$ cat config.mk
export PLATFORM = sky130hd
export DESIGN_NAME = dcache_wt
export DESIGN_NICKNAME = d
export VERILOG_FILES = /design/src/rtl/dcache_wt.sv
export SDC_FILE = /design/constraint.sdc
export NUM_CORES = 2
export LEC_CHECK = 0
export ABC_CLOCK_PERIOD_IN_PS = 9200
export BUFFER_PORTS_ARGS = -buffer_cell sky130_fd_sc_hd__clkbuf_2
export CAP_MARGIN = 20
export CORE_ASPECT_RATIO = 0.9
export CORE_MARGIN = 1
export CORE_UTILIZATION = 50
export CTS_BUF_LIST = sky130_fd_sc_hd__clkbuf_8
export DETAILED_ROUTE_END_ITERATION = 6
export PLACE_DENSITY = 0.68
export SLEW_MARGIN = 20
export SYNTH_ARGS = -nofsm -noshare
export SYNTH_HDL_FRONTEND = slang
export SYNTH_SLANG_ARGS = --single-unit
$ cat constraint.sdc
create_clock -name clk_i -period 9.2 [get_ports clk_i]
set_clock_uncertainty 0.2 [all_clocks]
set_input_delay 1.84 -clock clk_i [delete_from_list [all_inputs] [get_ports clk_i]]
set_output_delay 1.84 -clock clk_i [all_outputs]
set_load 0.01 [all_outputs]
$ cat src/rtl/dcache_wt.sv
// dcache_wt: direct-mapped, write-through, no-write-allocate L1 data cache
// for the memory stage of a 5-stage RISC-V core.
//
// Ports:
//   clk_i, rst_ni         clock, asynchronous active-low reset
//   mem_read_i            load access this cycle
//   mem_write_i           store access this cycle (wins over mem_read_i)
//   type_control_i        00 byte, 01 half, 10/11 word
//   sign_ext_flag_i       1 = sign-extend sub-word loads
//   addr_i                byte address
//   write_data_i          right-aligned store data
//   read_data_o           extended load result (0 unless a read hit)
//   cache_stall_o         1 = hold pipeline, access not complete
//   bm_req_o .. bm_wstrb_o  registered backing-memory request
//   bm_rdata_i, bm_ack_i  backing-memory response
module dcache_wt #(
  parameter int unsigned DATA_WIDTH        = 32,
  parameter int unsigned INDEX_BITS        = 4,
  parameter int unsigned OFFSET_WORDS_BITS = 2
) (
  input  logic                  clk_i,
  input  logic                  rst_ni,
  input  logic                  mem_read_i,
  input  logic                  mem_write_i,
  input  logic [1:0]            type_control_i,
  input  logic                  sign_ext_flag_i,
  input  logic [DATA_WIDTH-1:0] addr_i,
  input  logic [DATA_WIDTH-1:0] write_data_i,
  output logic [DATA_WIDTH-1:0] read_data_o,
  output logic                  cache_stall_o,
  output logic                  bm_req_o,
  output logic                  bm_we_o,
  output logic [DATA_WIDTH-1:0] bm_addr_o,
  output logic [DATA_WIDTH-1:0] bm_wdata_o,
  output logic [3:0]            bm_wstrb_o,
  input  logic [DATA_WIDTH-1:0] bm_rdata_i,
  input  logic                  bm_ack_i
);

  localparam int unsigned IdxLsb  = 2 + OFFSET_WORDS_BITS;
  localparam int unsigned TagLsb  = IdxLsb + INDEX_BITS;
  localparam int unsigned TagBits = DATA_WIDTH - TagLsb;
  localparam int unsigned Sets    = 1 << INDEX_BITS;
  localparam int unsigned Words   = 1 << OFFSET_WORDS_BITS;

  typedef enum logic [1:0] {StIdle, StFill, StWrite} state_e;

  state_e                       state_q, state_d;
  logic [OFFSET_WORDS_BITS-1:0] cnt_q, cnt_d;
  logic                         req_q, req_d;
  logic                         we_q, we_d;
  logic [DATA_WIDTH-1:0]        baddr_q, baddr_d;
  logic [DATA_WIDTH-1:0]        wdata_q, wdata_d;
  logic [3:0]                   wstrb_q, wstrb_d;
  logic [Sets-1:0]              valid_q;

  logic [TagBits-1:0]    tag_q  [Sets];
  logic [DATA_WIDTH-1:0] data_q [Sets][Words];

  // Request side (pipeline address)
  logic [INDEX_BITS-1:0]        idx;
  logic [OFFSET_WORDS_BITS-1:0] word;
  logic [TagBits-1:0]           tag;
  logic                         hit;
  logic [DATA_WIDTH-1:0]        rd_word;

  assign idx     = addr_i[TagLsb-1:IdxLsb];
  assign word    = addr_i[IdxLsb-1:2];
  assign tag     = addr_i[DATA_WIDTH-1:TagLsb];
  assign hit     = valid_q[idx] && (tag_q[idx] == tag);
  assign rd_word = data_q[idx][word];

  // Backing side: fill/merge use the held request address, not the pipeline one
  logic [INDEX_BITS-1:0]        b_idx;
  logic [OFFSET_WORDS_BITS-1:0] b_word;
  logic [TagBits-1:0]           b_tag;
  logic                         b_hit;
  logic                         ack;

  assign b_idx  = baddr_q[TagLsb-1:IdxLsb];
  assign b_word = baddr_q[IdxLsb-1:2];
  assign b_tag  = baddr_q[DATA_WIDTH-1:TagLsb];
  assign b_hit  = valid_q[b_idx] && (tag_q[b_idx] == b_tag);
  assign ack    = bm_ack_i && req_q;

  // Load lane select and extension
  logic [7:0]            ld_byte;
  logic [15:0]           ld_half;
  logic [DATA_WIDTH-1:0] ld_ext;

  always_comb begin
    unique case (addr_i[1:0])
      2'b00:   ld_byte = rd_word[7:0];
      2'b01:   ld_byte = rd_word[15:8];
      2'b10:   ld_byte = rd_word[23:16];
      default: ld_byte = rd_word[31:24];
    endcase
    ld_half = addr_i[1] ? rd_word[31:16] : rd_word[15:0];
    case (type_control_i)
      2'b00:   ld_ext = {{24{sign_ext_flag_i & ld_byte[7]}}, ld_byte};
      2'b01:   ld_ext = {{16{sign_ext_flag_i & ld_half[15]}}, ld_half};
      default: ld_ext = rd_word;
    endcase
  end

  assign read_data_o = (state_q == StIdle && mem_read_i && !mem_write_i && hit) ? ld_ext : '0;

  // Store lane replication and byte enables
  logic [DATA_WIDTH-1:0] st_data;
  logic [3:0]            st_strb;

  always_comb begin
    case (type_control_i)
      2'b00: begin
        st_data = {4{write_data_i[7:0]}};
        st_strb = 4'b0001 << addr_i[1:0];
      end
      2'b01: begin
        st_data = {2{write_data_i[15:0]}};
        st_strb = 4'b0011 << {addr_i[1], 1'b0};
      end
      default: begin
        st_data = write_data_i;
        st_strb = 4'b1111;
      end
    endcase
  end

  logic fill_we, fill_done, wr_merge, valid_clr;

  always_comb begin
    state_d       = state_q;
    cnt_d         = cnt_q;
    req_d         = req_q;
    we_d          = we_q;
    baddr_d       = baddr_q;
    wdata_d       = wdata_q;
    wstrb_d       = wstrb_q;
    cache_stall_o = 1'b0;
    fill_we       = 1'b0;
    fill_done     = 1'b0;
    wr_merge      = 1'b0;
    valid_clr     = 1'b0;
    unique case (state_q)
      StIdle: begin
        if (mem_write_i) begin
          cache_stall_o = 1'b1;
          state_d       = StWrite;
          req_d         = 1'b1;
          we_d          = 1'b1;
          baddr_d       = {addr_i[DATA_WIDTH-1:2], 2'b00};
          wdata_d       = st_data;
          wstrb_d       = st_strb;
        end else if (mem_read_i && !hit) begin
          cache_stall_o = 1'b1;
          state_d       = StFill;
          cnt_d         = '0;
          req_d         = 1'b1;
          we_d          = 1'b0;
          baddr_d       = {addr_i[DATA_WIDTH-1:IdxLsb], {IdxLsb{1'b0}}};
          // Line is overwritten word by word; keep it invalid until complete
          valid_clr     = 1'b1;
        end
      end
      StFill: begin
        cache_stall_o = 1'b1;
        if (ack) begin
          fill_we = 1'b1;
          cnt_d   = cnt_q + 1'b1;
          baddr_d = baddr_q + DATA_WIDTH'(4);
          if (cnt_q == {OFFSET_WORDS_BITS{1'b1}}) begin
            fill_done = 1'b1;
            req_d     = 1'b0;
            state_d   = StIdle;
          end
        end
      end
      StWrite: begin
        cache_stall_o = !bm_ack_i;
        if (ack) begin
          wr_merge = b_hit;
          req_d    = 1'b0;
          we_d     = 1'b0;
          state_d  = StIdle;
        end
      end
      default: state_d = StIdle;
    endcase
  end

  always_ff @(posedge clk_i or negedge rst_ni) begin
    if (!rst_ni) begin
      state_q <= StIdle;
      cnt_q   <= '0;
      req_q   <= 1'b0;
      we_q    <= 1'b0;
      baddr_q <= '0;
      wdata_q <= '0;
      wstrb_q <= '0;
      valid_q <= '0;
    end else begin
      state_q <= state_d;
      cnt_q   <= cnt_d;
      req_q   <= req_d;
      we_q    <= we_d;
      baddr_q <= baddr_d;
      wdata_q <= wdata_d;
      wstrb_q <= wstrb_d;
      if (valid_clr) valid_q[idx] <= 1'b0;
      if (fill_done) valid_q[b_idx] <= 1'b1;
    end
  end

  // Tag and data arrays carry no reset; valid bits gate their use
  always_ff @(posedge clk_i) begin
    if (fill_we) data_q[b_idx][cnt_q] <= bm_rdata_i;
    if (fill_done) tag_q[b_idx] <= b_tag;
    if (wr_merge) begin
      for (int b = 0; b < 4; b++) begin
        if (wstrb_q[b]) data_q[b_idx][b_word][8*b +: 8] <= wdata_q[8*b +: 8];
      end
    end
  end

  assign bm_req_o   = req_q;
  assign bm_we_o    = we_q;
  assign bm_addr_o  = baddr_q;
  assign bm_wdata_o = wdata_q;
  assign bm_wstrb_o = wstrb_q;

endmodule

# Word-level counts from Yosys, hierarchy flattened
# Memories as Yosys holds them, arrays and structs flattened.
# Index checks and enable logic that the tools add are counted.
[op_classes]
n_addsub = 2
magnitude_cmp = 9
eq_ne = 14
shifts = 2
muxes = 592
bitwise = 520
reduce_logical = 26
[op_table]
columns = ["cell", "n"]
rows = [
  ["2-to-1 mux 128 bit", 5],
  ["2-to-1 mux 1 bit", 545],
  ["bitwise OR 1 bit", 512],
  ["demux 32 bit (select 2 bit)", 5],
  ["2-to-1 mux 32 bit", 8],
  ["case mux 32 bit (2 select lines)", 3],
  ["binary-select mux 32 bit (select 2 bit)", 1],
  ["2-to-1 mux 16 bit", 4],
  ["equality test 24 bit", 2],
  ["adder 32 x 3 -> 32 bit, second input constant", 1],
  ["2-to-1 mux 24 bit", 1],
  ["case mux 8 bit (3 select lines)", 1],
  ["bitwise AND 16 bit", 1],
  ["2-to-1 mux 2 bit", 8],
  ["NOT 16 bit", 1],
  ["bitwise OR 16 bit", 1],
  ["logical AND 1 bit", 11],
  ["less-than comparator 4 x 5 -> 1 bit, second input constant", 2],
  [">= comparator 3 bit, second input constant", 3],
  ["NOT 2 -> 3 bit", 3],
  ["binary-select mux 1 bit (select 4 bit)", 2],
  ["demux 1 bit (select 4 bit)", 2],
  [">= comparator 4 x 1 -> 1 bit, second input constant", 2],
  ["2-to-1 mux 8 bit", 1],
  ["23 further kinds", 40],
]
[totals]
register_bits = 90
ram_bits = 2432
inputBits = 104
mem_count = 2
[mem_list]
columns = ["memory", "depth", "word_bits", "rd", "rd_ports_with_merged_regs", "write_ports", "line_no", "source"]
rows = [
  ["data_q", 16, 128, 1, 0, 1, "58", "logic [DATA_WIDTH-1:0] data_q [Sets][Words];"],
  ["tag_q", 16, 24, 2, 0, 1, "57", "logic [TagBits-1:0] tag_q [Sets];"],
]

# Longest topological paths before layout
[logic_depth]
depth_word = 11
mapped_depth = 17
ltp_nobuf = 10

# Least setup slack after synthesis
# Ideal clock, no wire load.
[synth_path]
path_type = "input to output"
startpoint = "input addr_i[4]"
endpoint = "output read_data_o[0]"
arrival_ps = 5391
required_ps = 7160
slack_ps = 1769
path_stages = 13
path_buffers = 6
path_cell_list = "buf_4 buf_2 buf_4 buf_2 buf_2 buf_1 mux4_2 mux4_2 mux4_2 nand2_1 o21ai_0 nand3_1 a31oi_1"
[synth_via]
elab_chain_len = 7
word_cells_on_any_way = 14
cone_classes = "eq/ne: 1; mux: 9; reduce/logical: 2; memory: 2"
[synth_lines]
columns = ["item", "line_no", "source"]
rows = [
  ["start: declaration", "27", "input logic [DATA_WIDTH-1:0] addr_i,"],
  ["memory read (16 x 128 bit)", "--", ""],
  ["binary-select mux 32 bit (select 2 bit)", "71", "assign rd_word = data_q[idx][word];"],
  ["2-to-1 mux 32 bit (not written as such) (2 in a row)", "71", ""],
  ["case mux 8 bit (3 select lines) or 2-to-1 mux 16 bit (tied branches)", "92, 98", ""],
  ["case mux 32 bit (2 select lines)", "99", "case (type_control_i)"],
  ["2-to-1 mux 32 bit *", "106", "assign read_data_o = (state_q == StIdle && mem_read_i && !mem_write_i && hit) ? ld_ext : '0;"],
  ["end: declaration", "29", "output logic [DATA_WIDTH-1:0] read_data_o,"],
]
# Every way passes the cells marked *; elsewhere a longest branch is shown, timed or not. The select of a mux whose other input is x is not followed.

# Final worst setup path
[layout_path]
startpoint = "input addr_i[7]"
endpoint = "output read_data_o[2]"
# Same word-level chain as after synthesis.

==> results by group <==
Worst setup path
  – Critical-path top delay cell: buf_6
  – Max incr delay on CP: 0.57 ns
  – Worst setup EP type: output pin
  – WP data required: 7.16 ns
  – Cell Chain, Critical Path: buf_6 -> buf_4 -> mux4_2 -> mux2i_1 -> xnor2_1 -> nor2_1 -> nand4b_1 -> a2111oi_0 -> nand4_1 -> buf_4 -> or2_2 -> a2111oi_0 -> buf_4 -> clkbuf_2
  – Critical path startpoint category: input port
  – Setup Crit Path Kind: input port to output pin
  – Worst path top cell family by delay: buffers and inverters
  – Most used cell, CP: buf_4
  – R2r setup slk: 2.43 ns
  – Reg2reg end: data_q[0][60]$_DFFE_PP_
  – Worst reg2reg path depth: 11
  – CP bufs+invs: 5
  – Critical path arrival: 6.38 ns
  – Worst r2r src: bm_addr_o[4]$_DFFE_PN0P_
  – Crit-path max FO: 51

Clocking
  – H-tree depth: 5
  – # hold bufs at CTS: 0
  – Post-CTS resize count: 0
  – Root Driver: clkbuf_8
  – CTS tree: built
  – Total clock buffers created by CTS: 411
  – Worst-path clk slew: 0.06 ns
  – CTS Sinks: 2520
  – Worst skew pair latency: 1.10 ns
  – Post-CTS setup buffer count: 0
  – Clk buf depth: 4

Yosys
  – Syn Area/Cell: 20.8 sq um
  – Cell variety after synth: 72
  – Cell area after synthesis: 0.105 sq mm
  – Synth top area share: 0.695
  – Warnings, synthesis: 0
  – Yosys reg bits: 2520
  – Number of synthesized flops with an enable pin: 2432
  – Synth area leader: edfxtp_1
  – Most frequent cell after synthesis: edfxtp_1
  – Synth top cells by count: edfxtp_1 (2432), mux4_2 (862), nor2_1 (304)
  – Post-synth top flop: edfxtp_1
  – Seq/Total Area, Yosys: 0.716
  – Ranking of synthesized cells by area: edfxtp_1 (69%), mux4_2 (18%), dfrtp_1 (2.1%), mux2_2 (1.3%), mux2i_1 (1.2%)
  – Post-synth ARST share: 0.0349
  – Post-Syn Instances: 5043

Cells and area
  – Fin nets: 5616
  – Fraction of layout instances using a drive strength above 1: 0.339
  – Final-layout fill cell count: 15300
  – Storage cell area: 0.0752 sq mm
  – Area growth, synth to finish: 11.5%
  – Multi-input gate area: 0.0284 sq mm

Place
  – Post-DP HPWL: 184 mm
  – GP Congestion: 0.977
  – I/O Buffers: 204

Pwr
  – Switching pwr: 7.69 mW
  – Logic pwr share: 0.159
  – Worst vdd ir: 0.173 mV
  – Int Pwr: 19.2 mW
  – Leak: 38.1 nW
  – Clk pwr share: 0.336
  – Sw Share: 0.286
  – Pwr Density: 230 mW/mm^2
  – Reg power frac: 0.506

Timing
  – Least-Margin Pin Slew: 1.23 ns
  – RSZ-0062 raised after global routing: no
  – Fmax achieved: 119 MHz
  – Setup Viol. Count Final: 0
  – Tcrit/Tclk final: 0.915
  – Fin. max-slew vios: 0
  – Setup TNS: 0 ns
  – Final hold vios: 0
  – Hold WS: 0.312 ns
  – Tmin final: 8.42 ns
  – Max-slew headroom: 0.178

Detailed routing
  – First DRT Iteration DRCs: 7505
  – DR WL/cell: 34.2 microns
  – Drt total wl: 292 mm
  – Residual DRC: 0
  – Vias: 56100
  – Vias/cell: 6.56
  – Post-route antenna net violation count: 0
  – Drt first pass iters: 6

Die
  – Die area: 0.212 sq mm
  – Core region area: 0.209 sq mm
  – Die span in y: 437 microns
  – I/O Pins: 207
  – Die X: 485 microns
  – Initial Util: 0.504
  – Cell Rows: 159

GRT
  – GR Layer Usage met2: 0.418
  – Met1 GRT Util: 0.385
  – First-pass GRT wire length: 412 mm
  – Number of global-route vias before repair: 55200
  – GR Util All Layers: 0.277
  – Global Route met3 Usage: 0.0647
  – GRT busiest layer: met2
  – Largest net degree at the start of global routing: 92
  – Remaining Overflow, GRT: 0
  – Initial antenna violation count: 22

Run
  – Max cap viols: 0

Hold path
  – Worst Hold Depth: 1
  – HP Start: valid_q[2]$_DFF_PN0_
  – Hold crit path type: flop to flop
  – WHS Endpoint: valid_q[2]$_DFF_PN0_

Status
  – Status: completed
## worst reg2reg max path: cells and delay by family (launching register included)
| family | cells | cell delay [ns] |
|---|---|---|
| buffers and inverters | 1 | 0.54 |
| xor gates and xnor gates | 1 | 0.18 |
| DFF | 1 | 0.93 |
| muxes | 2 | 1.16 |
| and+or+nand+nor | 7 | 3.32 |
## cell usage in the layout, fill, tap and decap left out, types with 15 or more instances in the layout
master,netlist,layout
a21o_1,16,16
a21oi_1,58,58
a22oi_1,29,29
buf_12,0,18
buf_4,16,133
clkbuf_2,0,197
clkbuf_8,0,422
clkinv_1,4,103
clkinv_2,0,64
dfrtp_1,88,84
edfxtp_1,2432,2432
inv_1,60,170
mux2_2,124,124
mux2i_1,130,130
mux4_2,862,862
nand2_1,140,126
nand2b_1,20,20
nand3_1,40,37
nand4_1,30,30
nor2_1,304,271
nor2_2,19,36
nor2_4,16,32
nor2_8,16,16
nor2b_1,16,16
nor3_1,15,15
o211ai_1,16,16
o21ai_0,60,60
xnor2_1,29,29
## stage by stage
| step | worst slack [ns] | area (sq um) | power, mW | util | std cells |
|---|---|---|---|---|---|
| final | 0.783 | 117000 | 26.9 | 0.561 | 8555 |
| after global routing | 0.548 | 117000 | 27.7 | 0.561 | 8547 |
| after CTS | 0.771 | 117000 | 26.9 | 0.561 | 8538 |
| after detailed placement | 0.785 | 110000 | 18.0 | 0.526 | 7820 |
| after global placement | 0.804 | 110000 | 18.0 | 0.525 | 7818 |
| after floorplan | 1.77 | 105000 | 16.1 | - | 5044 |
## metal layers
layer	vias to the layer above	part of all wire
li1	22100	-
met1	29800	0.38
met2	3510	0.47
met3	649	0.10
met4	6	0.047
met5	-	0.00014
## state kept, by name (all words and copies together) (netlist names)
signal	cells
state_q	2
bm_wstrb_o	4
data_q	2048
tag_q	384
bm_wdata_o	32
cnt_q	2
bm_we_o	1
valid_q	16
bm_addr_o	30
bm_req_o	1
## power groups by stage
| stage | registers (mW) | logic, mW | clock network [mW] |
|---|---|---|---|
| after floorplan | 13.7 | 2.42 | 0 |
| after global placement | 13.8 | 4.15 | 0 |
| after detailed placement | 13.9 | 4.20 | 0 |
| after CTS | 13.6 | 4.21 | 9.13 |
| after global routing | 13.6 | 4.42 | 9.61 |
| final | 13.6 | 4.27 | 9.04 |
## how the worst max path moves through the flow
stage                       to  cells after the start      start
2_1_floorplan   read_data_o[0]                     13  addr_i[4]
3_3_place_gp   read_data_o[16]                     16  addr_i[4]
3_5_place_dp   read_data_o[18]                     16  addr_i[4]
4_1_cts        read_data_o[18]                     16  addr_i[4]
5_1_grt         read_data_o[2]                     14  addr_i[7]
6_report        read_data_o[2]                     14  addr_i[7]
## final cells by class
cell class / count / area share
flip-flops and latches: 2520 / 0.642
multi-input cells: 2147 / 0.242
clock buffers: 421 / 0.0495
well taps: 2737 / 0.0292
repair buffers: 355 / 0.0207
clock inverters: 297 / 0.0137
inverters: 64 / 0.00211
diodes: 14 / 0.000299
## logic make-up (layout without fill, tap and decap cells)
group | Yosys count | in the layout | share of synthesized area
flip-flops | 2520 | 2520 | 0.716
multiplexers | 1129 | 1129 | 0.212
AND/OR/NAND/NOR | 677 | 677 | 0.0328
buffers and inverters | 377 | 1137 | 0.0163
AO/OA/AOI/OAI | 284 | 284 | 0.0184
XOR/XNOR | 42 | 42 | 0.00350
adder cells (fa/ha/maj) | 13 | 13 | 0.00155
other | 1 | 16 | 0.0000357
Note: power is estimated with default switching activity, not from simulation.
